--- config.mk ---
export PLATFORM = sky130hd
export DESIGN_NAME = alu_unit
export DESIGN_NICKNAME = d
export VERILOG_FILES = /design/src/rtl/cpu_pkg.sv /design/src/rtl/alu_unit.sv /design/src/rtl/cpu_alu.sv /design/src/rtl/alu_sequencer.sv
export SDC_FILE = /design/constraint.sdc
export NUM_CORES = 1
export LEC_CHECK = 0
export BUFFER_PORTS_ARGS = -buffer_cell sky130_fd_sc_hd__buf_4
export CORE_MARGIN = 10
export CORE_UTILIZATION = 60
export CTS_CLUSTER_DIAMETER = 100
export CTS_CLUSTER_SIZE = 8
export DETAILED_ROUTE_END_ITERATION = 12
export GPL_ROUTABILITY_DRIVEN = 0
export PLACE_DENSITY = 0.81
export SETUP_SLACK_MARGIN = 0.2
export SYNTH_ARGS = -nofsm -noshare
export SYNTH_HDL_FRONTEND = slang
export SYNTH_SLANG_ARGS = --single-unit
--- constraint.sdc ---
create_clock -name clock -period 6.5 [get_ports clock]
set_input_delay 0.65 -clock clock [delete_from_list [all_inputs] [get_ports clock]]
set_output_delay 0.65 -clock clock [all_outputs]
set_load 0.02 [all_outputs]
--- src/rtl/cpu_pkg.sv ---
// ---------------------------------------------------------------------------
// cpu_pkg
// Shared definitions for the ALU sequencer slice: data/op widths, the ALU
// op-code map, the multiply iteration count and the sequencer state type.
// No ports (package).
// ---------------------------------------------------------------------------
package cpu_pkg;

    localparam int DATA_W   = 32;
    localparam int OP_W     = 4;
    localparam int MUL_ITER = 32;
    localparam int CNT_W    = 6;

    localparam logic [OP_W-1:0] OP_OR  = 4'd0;
    localparam logic [OP_W-1:0] OP_AND = 4'd1;
    localparam logic [OP_W-1:0] OP_NOT = 4'd2;
    localparam logic [OP_W-1:0] OP_ADD = 4'd3;
    localparam logic [OP_W-1:0] OP_SUB = 4'd4;
    localparam logic [OP_W-1:0] OP_MUL = 4'd5;

    // Count value seen on the edge that performs the final multiply pass.
    localparam logic [CNT_W-1:0] MUL_LAST = CNT_W'(MUL_ITER - 1);

    typedef enum logic [1:0] {
        SEQ_IDLE = 2'd0,
        SEQ_EXEC = 2'd1,
        SEQ_MUL  = 2'd2,
        SEQ_DONE = 2'd3
    } seq_state_t;

endpackage

--- src/rtl/alu_unit.sv ---
// ---------------------------------------------------------------------------
// alu_unit
// Wrapper joining the sequencer to the ALU it controls.
// Ports:
//   clock, clear_n  - clock and asynchronous active-low reset
//   start, op, a, b - operation request
//   busy, done      - handshake status
//   result          - completed result
// ---------------------------------------------------------------------------
module alu_unit
    import cpu_pkg::*;
(
    input  logic              clock,
    input  logic              clear_n,
    input  logic              start,
    input  logic [OP_W-1:0]   op,
    input  logic [DATA_W-1:0] a,
    input  logic [DATA_W-1:0] b,
    output logic              busy,
    output logic              done,
    output logic [DATA_W-1:0] result
);

    logic [DATA_W-1:0] w_aluA;
    logic [DATA_W-1:0] w_aluB;
    logic [OP_W-1:0]   w_aluOp;
    logic [DATA_W-1:0] w_aluResult;

    alu_sequencer u_seq (
        .clock      (clock),
        .clear_n    (clear_n),
        .start      (start),
        .op         (op),
        .a          (a),
        .b          (b),
        .busy       (busy),
        .done       (done),
        .result     (result),
        .alu_a      (w_aluA),
        .alu_b      (w_aluB),
        .alu_op     (w_aluOp),
        .alu_result (w_aluResult)
    );

    cpu_alu u_alu (
        .i_a      (w_aluA),
        .i_b      (w_aluB),
        .i_op     (w_aluOp),
        .o_result (w_aluResult)
    );

endmodule

--- src/rtl/cpu_alu.sv ---
// ---------------------------------------------------------------------------
// cpu_alu
// Purely combinational 32-bit ALU driven by the sequencer.
// Ports:
//   i_a, i_b  - operands
//   i_op      - op select (OR, AND, NOT A, ADD, SUB); every other code
//               returns zero, including the MUL code, which the sequencer
//               never presents here
//   o_result  - combinational result, modulo 2^32
// ---------------------------------------------------------------------------
module cpu_alu
    import cpu_pkg::*;
(
    input  logic [DATA_W-1:0] i_a,
    input  logic [DATA_W-1:0] i_b,
    input  logic [OP_W-1:0]   i_op,
    output logic [DATA_W-1:0] o_result
);

    always_comb begin
        o_result = '0;
        case (i_op)
            OP_OR:   o_result = i_a | i_b;
            OP_AND:  o_result = i_a & i_b;
            OP_NOT:  o_result = ~i_a;
            OP_ADD:  o_result = i_a + i_b;
            OP_SUB:  o_result = i_a - i_b;
            default: o_result = '0;
        endcase
    end

endmodule

--- src/rtl/alu_sequencer.sv ---
// ---------------------------------------------------------------------------
// alu_sequencer
// Multi-cycle controller that owns the ALU inputs and runs one operation per
// start/done handshake. Single-pass ops take one ALU cycle; MUL is built
// from 32 shift-and-add passes through the ALU's ADD.
// Ports:
//   clock, clear_n  - clock and asynchronous active-low reset
//   start, op, a, b - request, sampled only while idle
//   busy            - high in every non-idle state
//   done            - one-cycle completion pulse
//   result          - registered result, held until the next completion
//   alu_a/alu_b/alu_op - drive the external ALU
//   alu_result      - combinational ALU output
// ---------------------------------------------------------------------------
module alu_sequencer
    import cpu_pkg::*;
(
    input  logic              clock,
    input  logic              clear_n,
    input  logic              start,
    input  logic [OP_W-1:0]   op,
    input  logic [DATA_W-1:0] a,
    input  logic [DATA_W-1:0] b,
    output logic              busy,
    output logic              done,
    output logic [DATA_W-1:0] result,
    output logic [DATA_W-1:0] alu_a,
    output logic [DATA_W-1:0] alu_b,
    output logic [OP_W-1:0]   alu_op,
    input  logic [DATA_W-1:0] alu_result
);

    seq_state_t        r_state;
    seq_state_t        w_nextState;

    logic [DATA_W-1:0] r_aQ;
    logic [DATA_W-1:0] r_bQ;
    logic [OP_W-1:0]   r_opQ;
    logic [DATA_W-1:0] r_acc;
    logic [DATA_W-1:0] r_mcand;
    logic [DATA_W-1:0] r_mplier;
    logic [CNT_W-1:0]  r_count;
    logic [DATA_W-1:0] r_result;

    logic              w_mulLast;
    logic [DATA_W-1:0] w_accNext;

    // The ALU adds acc+mcand every MUL cycle; the sum is only kept when the
    // current multiplier bit is set.
    assign w_accNext = r_mplier[0] ? alu_result : r_acc;
    assign w_mulLast = (r_count == MUL_LAST);

    // Status comes straight from the state register so it cannot glitch.
    assign busy   = (r_state != SEQ_IDLE);
    assign done   = (r_state == SEQ_DONE);
    assign result = r_result;

    always_ff @(posedge clock or negedge clear_n) begin
        if (!clear_n) begin
            r_state <= SEQ_IDLE;
        end else begin
            r_state <= w_nextState;
        end
    end

    always_comb begin
        w_nextState = r_state;
        alu_a       = r_aQ;
        alu_b       = r_bQ;
        alu_op      = r_opQ;
        case (r_state)
            SEQ_IDLE: begin
                if (start) begin
                    w_nextState = (op == OP_MUL) ? SEQ_MUL : SEQ_EXEC;
                end
            end
            SEQ_EXEC: begin
                w_nextState = SEQ_DONE;
            end
            SEQ_MUL: begin
                alu_a  = r_acc;
                alu_b  = r_mcand;
                alu_op = OP_ADD;
                if (w_mulLast) begin
                    w_nextState = SEQ_DONE;
                end
            end
            SEQ_DONE: begin
                w_nextState = SEQ_IDLE;
            end
            default: begin
                w_nextState = SEQ_IDLE;
            end
        endcase
    end

    // Operand capture and the shift-and-add datapath. result only moves on
    // the edge leaving EXEC or the final MUL pass, so it stays stable while
    // done is high and until the next operation completes.
    always_ff @(posedge clock or negedge clear_n) begin
        if (!clear_n) begin
            r_aQ     <= '0;
            r_bQ     <= '0;
            r_opQ    <= '0;
            r_acc    <= '0;
            r_mcand  <= '0;
            r_mplier <= '0;
            r_count  <= '0;
            r_result <= '0;
        end else begin
            case (r_state)
                SEQ_IDLE: begin
                    if (start) begin
                        r_aQ  <= a;
                        r_bQ  <= b;
                        r_opQ <= op;
                        if (op == OP_MUL) begin
                            r_acc    <= '0;
                            r_mcand  <= a;
                            r_mplier <= b;
                            r_count  <= '0;
                        end
                    end
                end
                SEQ_EXEC: begin
                    r_result <= alu_result;
                end
                SEQ_MUL: begin
                    r_acc    <= w_accNext;
                    r_mcand  <= r_mcand << 1;
                    r_mplier <= r_mplier >> 1;
                    r_count  <= r_count + 1'b1;
                    if (w_mulLast) begin
                        r_result <= w_accNext;
                    end
                end
                default: begin
                end
            endcase
        end
    end

endmodule
==> results.md <==
- Status: completed
- Vias in the first global route: 10900
- Fin Setup TNS: 0 ns
- Worst path most repeated cell: nor2_1
- Fin crit period: 5.37 ns
- Setup bufs post-CTS: 0
- Port Buffer Count: 104
- Site row count: 53
- Startpoint types: register
- Slowest CP cell: ha_4
- Actual slew at the worst max-slew pin: 0.965 ns
- Final wirelength: 36500 um
- DR iter-0 viols: 1126
- Post-DRT Antenna Nets: 0
- Synthesized area per cell: 9.41 um2
- Synth async-reset ratio: 100%
- Drt wl/cell: 21.3 um
- Worst Path Buf+Inv: 2
- Mapped Nets: 1493
- Post-synthesis sequential area ratio: 39.2%
- Layout cell share with drive strength beyond 1: 19.7%
- Clock transition at the registers of the reported paths: 0.06 ns
- CTS Hold Bufs: 0
- Largest net degree at the start of global routing: 78
- IO Pins: 105
- CTS tree: built
- Area growth syn-to-layout: 12.8%
- Vias per inst: 6.65
- Initial antenna violation count: 0
- CP max FO: 77
- R2R depth: 19
- CP Class: reg -> reg
- Netlist cell types: 75
- Top delay family on crit path: compound AO/OA/AOI/OAI gates
- Post-synth EDFFs: 0
- CTS Buf Count: 29
- Ys Warns: 0
- RSZ-0062 raised after global routing: no
- R2R setup slack: 1.13 ns
- DR DRC count: 0
- Hold WC Path Type: in -> async
- Total vias in the final route: 11400
- First-pass DRT Iterations: 5
- Starting Density: 61.5%
- Full die area: 28000 um2
- Clk sinks: 204
- Placed cells: 1682
- Fin. max-slew vios: 0
- GRT Util Overall: 24.7%
- RR Endpoint: u_seq.r_acc[28]
- Fin Hold WS: 0.104 ns
- Fin cells: 1713
- First-pass GRT wire length: 58500 um
- Critical R2R Launch: u_seq.r_state[0]
- Final Hold Vio Count: 0
- Maximum root-to-sink buffer count: 3
- Final setup skew: 0.0327 ns
- H-tree levels: 1
- Worst EP arrival: 5.82 ns
- Final net count: 1548
- Total core area: 21200 um2
- DP Wirelength: 25700 um
- Max-Cap Viols: 0
- Worst skew pair latency: 0.56 ns
- Crit path from: u_seq.r_state[0]
- CP cell instances: inv_1 -> ha_4 -> buf_12 -> or4b_1 -> a211oi_4 -> nand2_2 -> nor2_1 -> nor2_1 -> xor2_1 -> ha_1 -> a21o_1 -> a21o_1 -> a21oi_1 -> o21ai_0 -> a21oi_1 -> mux2_2 -> nor2_1 -> nor3_1 -> o21ai_0
- Pre-CTS setup slack: 1.29 ns
- Final period utilization: 82.6%
- Die Height: 167 um
- Die width: 167 um
- CTS root buffer: clkbuf_16
- WP data required: 6.96 ns
- Seq cells post-synth: 204
- Crit-path max cell delay: 0.69 ns
- Max Freq: 0.186 GHz
- Worst setup margin: 1.13 ns
- GRT Residual Overflow: 0
- Worst relative slew slack: 35.7%
- Cells after Synth: 1383
- Worst Setup End Kind: register
- Final number of setup-violating endpoints: 0
- Synth Cell Area: 13000 um2
- Diode count: 0
- Primary FF master, synth: dfrtp_1
- Post-CTS sizing: 0
## layout by cell type (no fill, tap or decap), drive strengths merged, types with 8 or more instances in the layout
master,count
mux2i,73
buf,120
xor2,24
xnor2,29
mux2,110
a31oi,18
nand3,21
clkbuf,30
o31ai,9
a21oi,144
nor3b,21
ha,38
o22ai,13
a21o,18
nand4,9
inv,30
or3,8
nor2,100
nor2b,8
and3,49
a221o,31
nor3,34
o21ai,114
nand2,82
nand2b,12
dfrtp,204
## stage by stage
step	utilization [%]	instance area, um2
2_1_floorplan	-	13000
3_3_place_gp	65.8	13900
3_5_place_dp	65.8	13900
4_1_cts	69.4	14700
5_1_grt	69.4	14700
6_report	69.4	14700
## kinds of logic (layout without fill, tap and decap cells)
family | after synthesis | in the layout | share of synthesized area, %
AOI/OAI and AO/OA | 412 | 412 | 19.9
and+or+nand+nor | 365 | 365 | 14.3
DFF | 204 | 204 | 39.2
muxes | 183 | 183 | 15.1
buffers and inverters | 127 | 182 | 4.12
xor gates and xnor gates | 53 | 53 | 3.57
adders and majority gates | 39 | 39 | 3.81
## per-layer routing
metal | part of all wire (%) | global-route usage, %
met1 | 44 | 35.9
met2 | 43 | 35.8
met3 | 10 | 5.81
met4 | 2.4 | 7.12
met5 | 0 | 0
## state kept, by name (all words and copies together), names as in the netlist
register	flops
u_seq.r_aQ	32
u_seq.r_acc	32
u_seq.r_bQ	32
u_seq.r_mcand	32
u_seq.r_mplier	32
u_seq.result	32
u_seq.r_count	6
u_seq.r_opQ	4
u_seq.r_state	2
## worst max path at each step
stage | to | slack [ns] | cells past startpoint
3_5_place_dp | u_seq.r_acc[28] | 1.29 | 19
4_1_cts | u_seq.r_acc[28] | 1.22 | 19
2_1_floorplan | u_seq.r_acc[25] | 1.30 | 29
3_3_place_gp | u_seq.r_acc[28] | 1.38 | 19
5_1_grt | u_seq.r_acc[25] | 0.74 | 21
6_report | u_seq.r_acc[28] | 1.13 | 19
## cell usage after synthesis (9+ instances only)
cell type,n,area [um2]
a21o_1,18,135
a21oi_1,144,721
a221o_1,31,310
a31oi_1,18,113
and3_1,49,307
buf_1,14,52.6
buf_2,18,90.1
clkbuf_1,60,225
dfrtp_1,204,5100
ha_1,38,475
inv_1,29,109
mux2_2,110,1240
mux2i_1,73,731
nand2_1,81,304
nand2b_1,12,75.1
nand3_1,21,105
nand4_1,9,56.3
nor2_1,99,372
nor3_1,34,170
nor3b_1,20,150
o21ai_0,99,495
o21ai_1,15,75.1
o22ai_1,13,81.3
xnor2_1,29,254
xor2_1,24,210
## worst register-to-register path: stages, from the launching register on
cell and delay [ns]:
dfrtp_1 0.41, inv_1 0.16, ha_4 0.70, buf_12 0.43, or4b_1 0.57, a211oi_4 0.27, nand2_2 0.11, nor2_1 0.22
nor2_1 0.08, xor2_1 0.15, ha_1 0.44, a21o_1 0.21, a21o_1 0.18, a21oi_1 0.31, o21ai_0 0.13, a21oi_1 0.20
mux2_2 0.36, nor2_1 0.12, nor3_1 0.06, o21ai_0 0.19
## cell type report
| class | count | area, um2 |
|---|---|---|
| Inverter | 30 | 113 |
| Timing Repair Buffer | 121 | 927 |
| Multi-Input combinational cell | 1052 | 7430 |
| Clock inverter | 2 | 38.8 |
| Tap cell | 275 | 344 |
| Sequential cell | 204 | 5100 |
| Clock buffer | 29 | 726 |
| Fill cell | 1543 | 6470 |
Power is not shown: default switching activity piles up to over one toggle a cycle in this logic, so the estimate is an artifact.
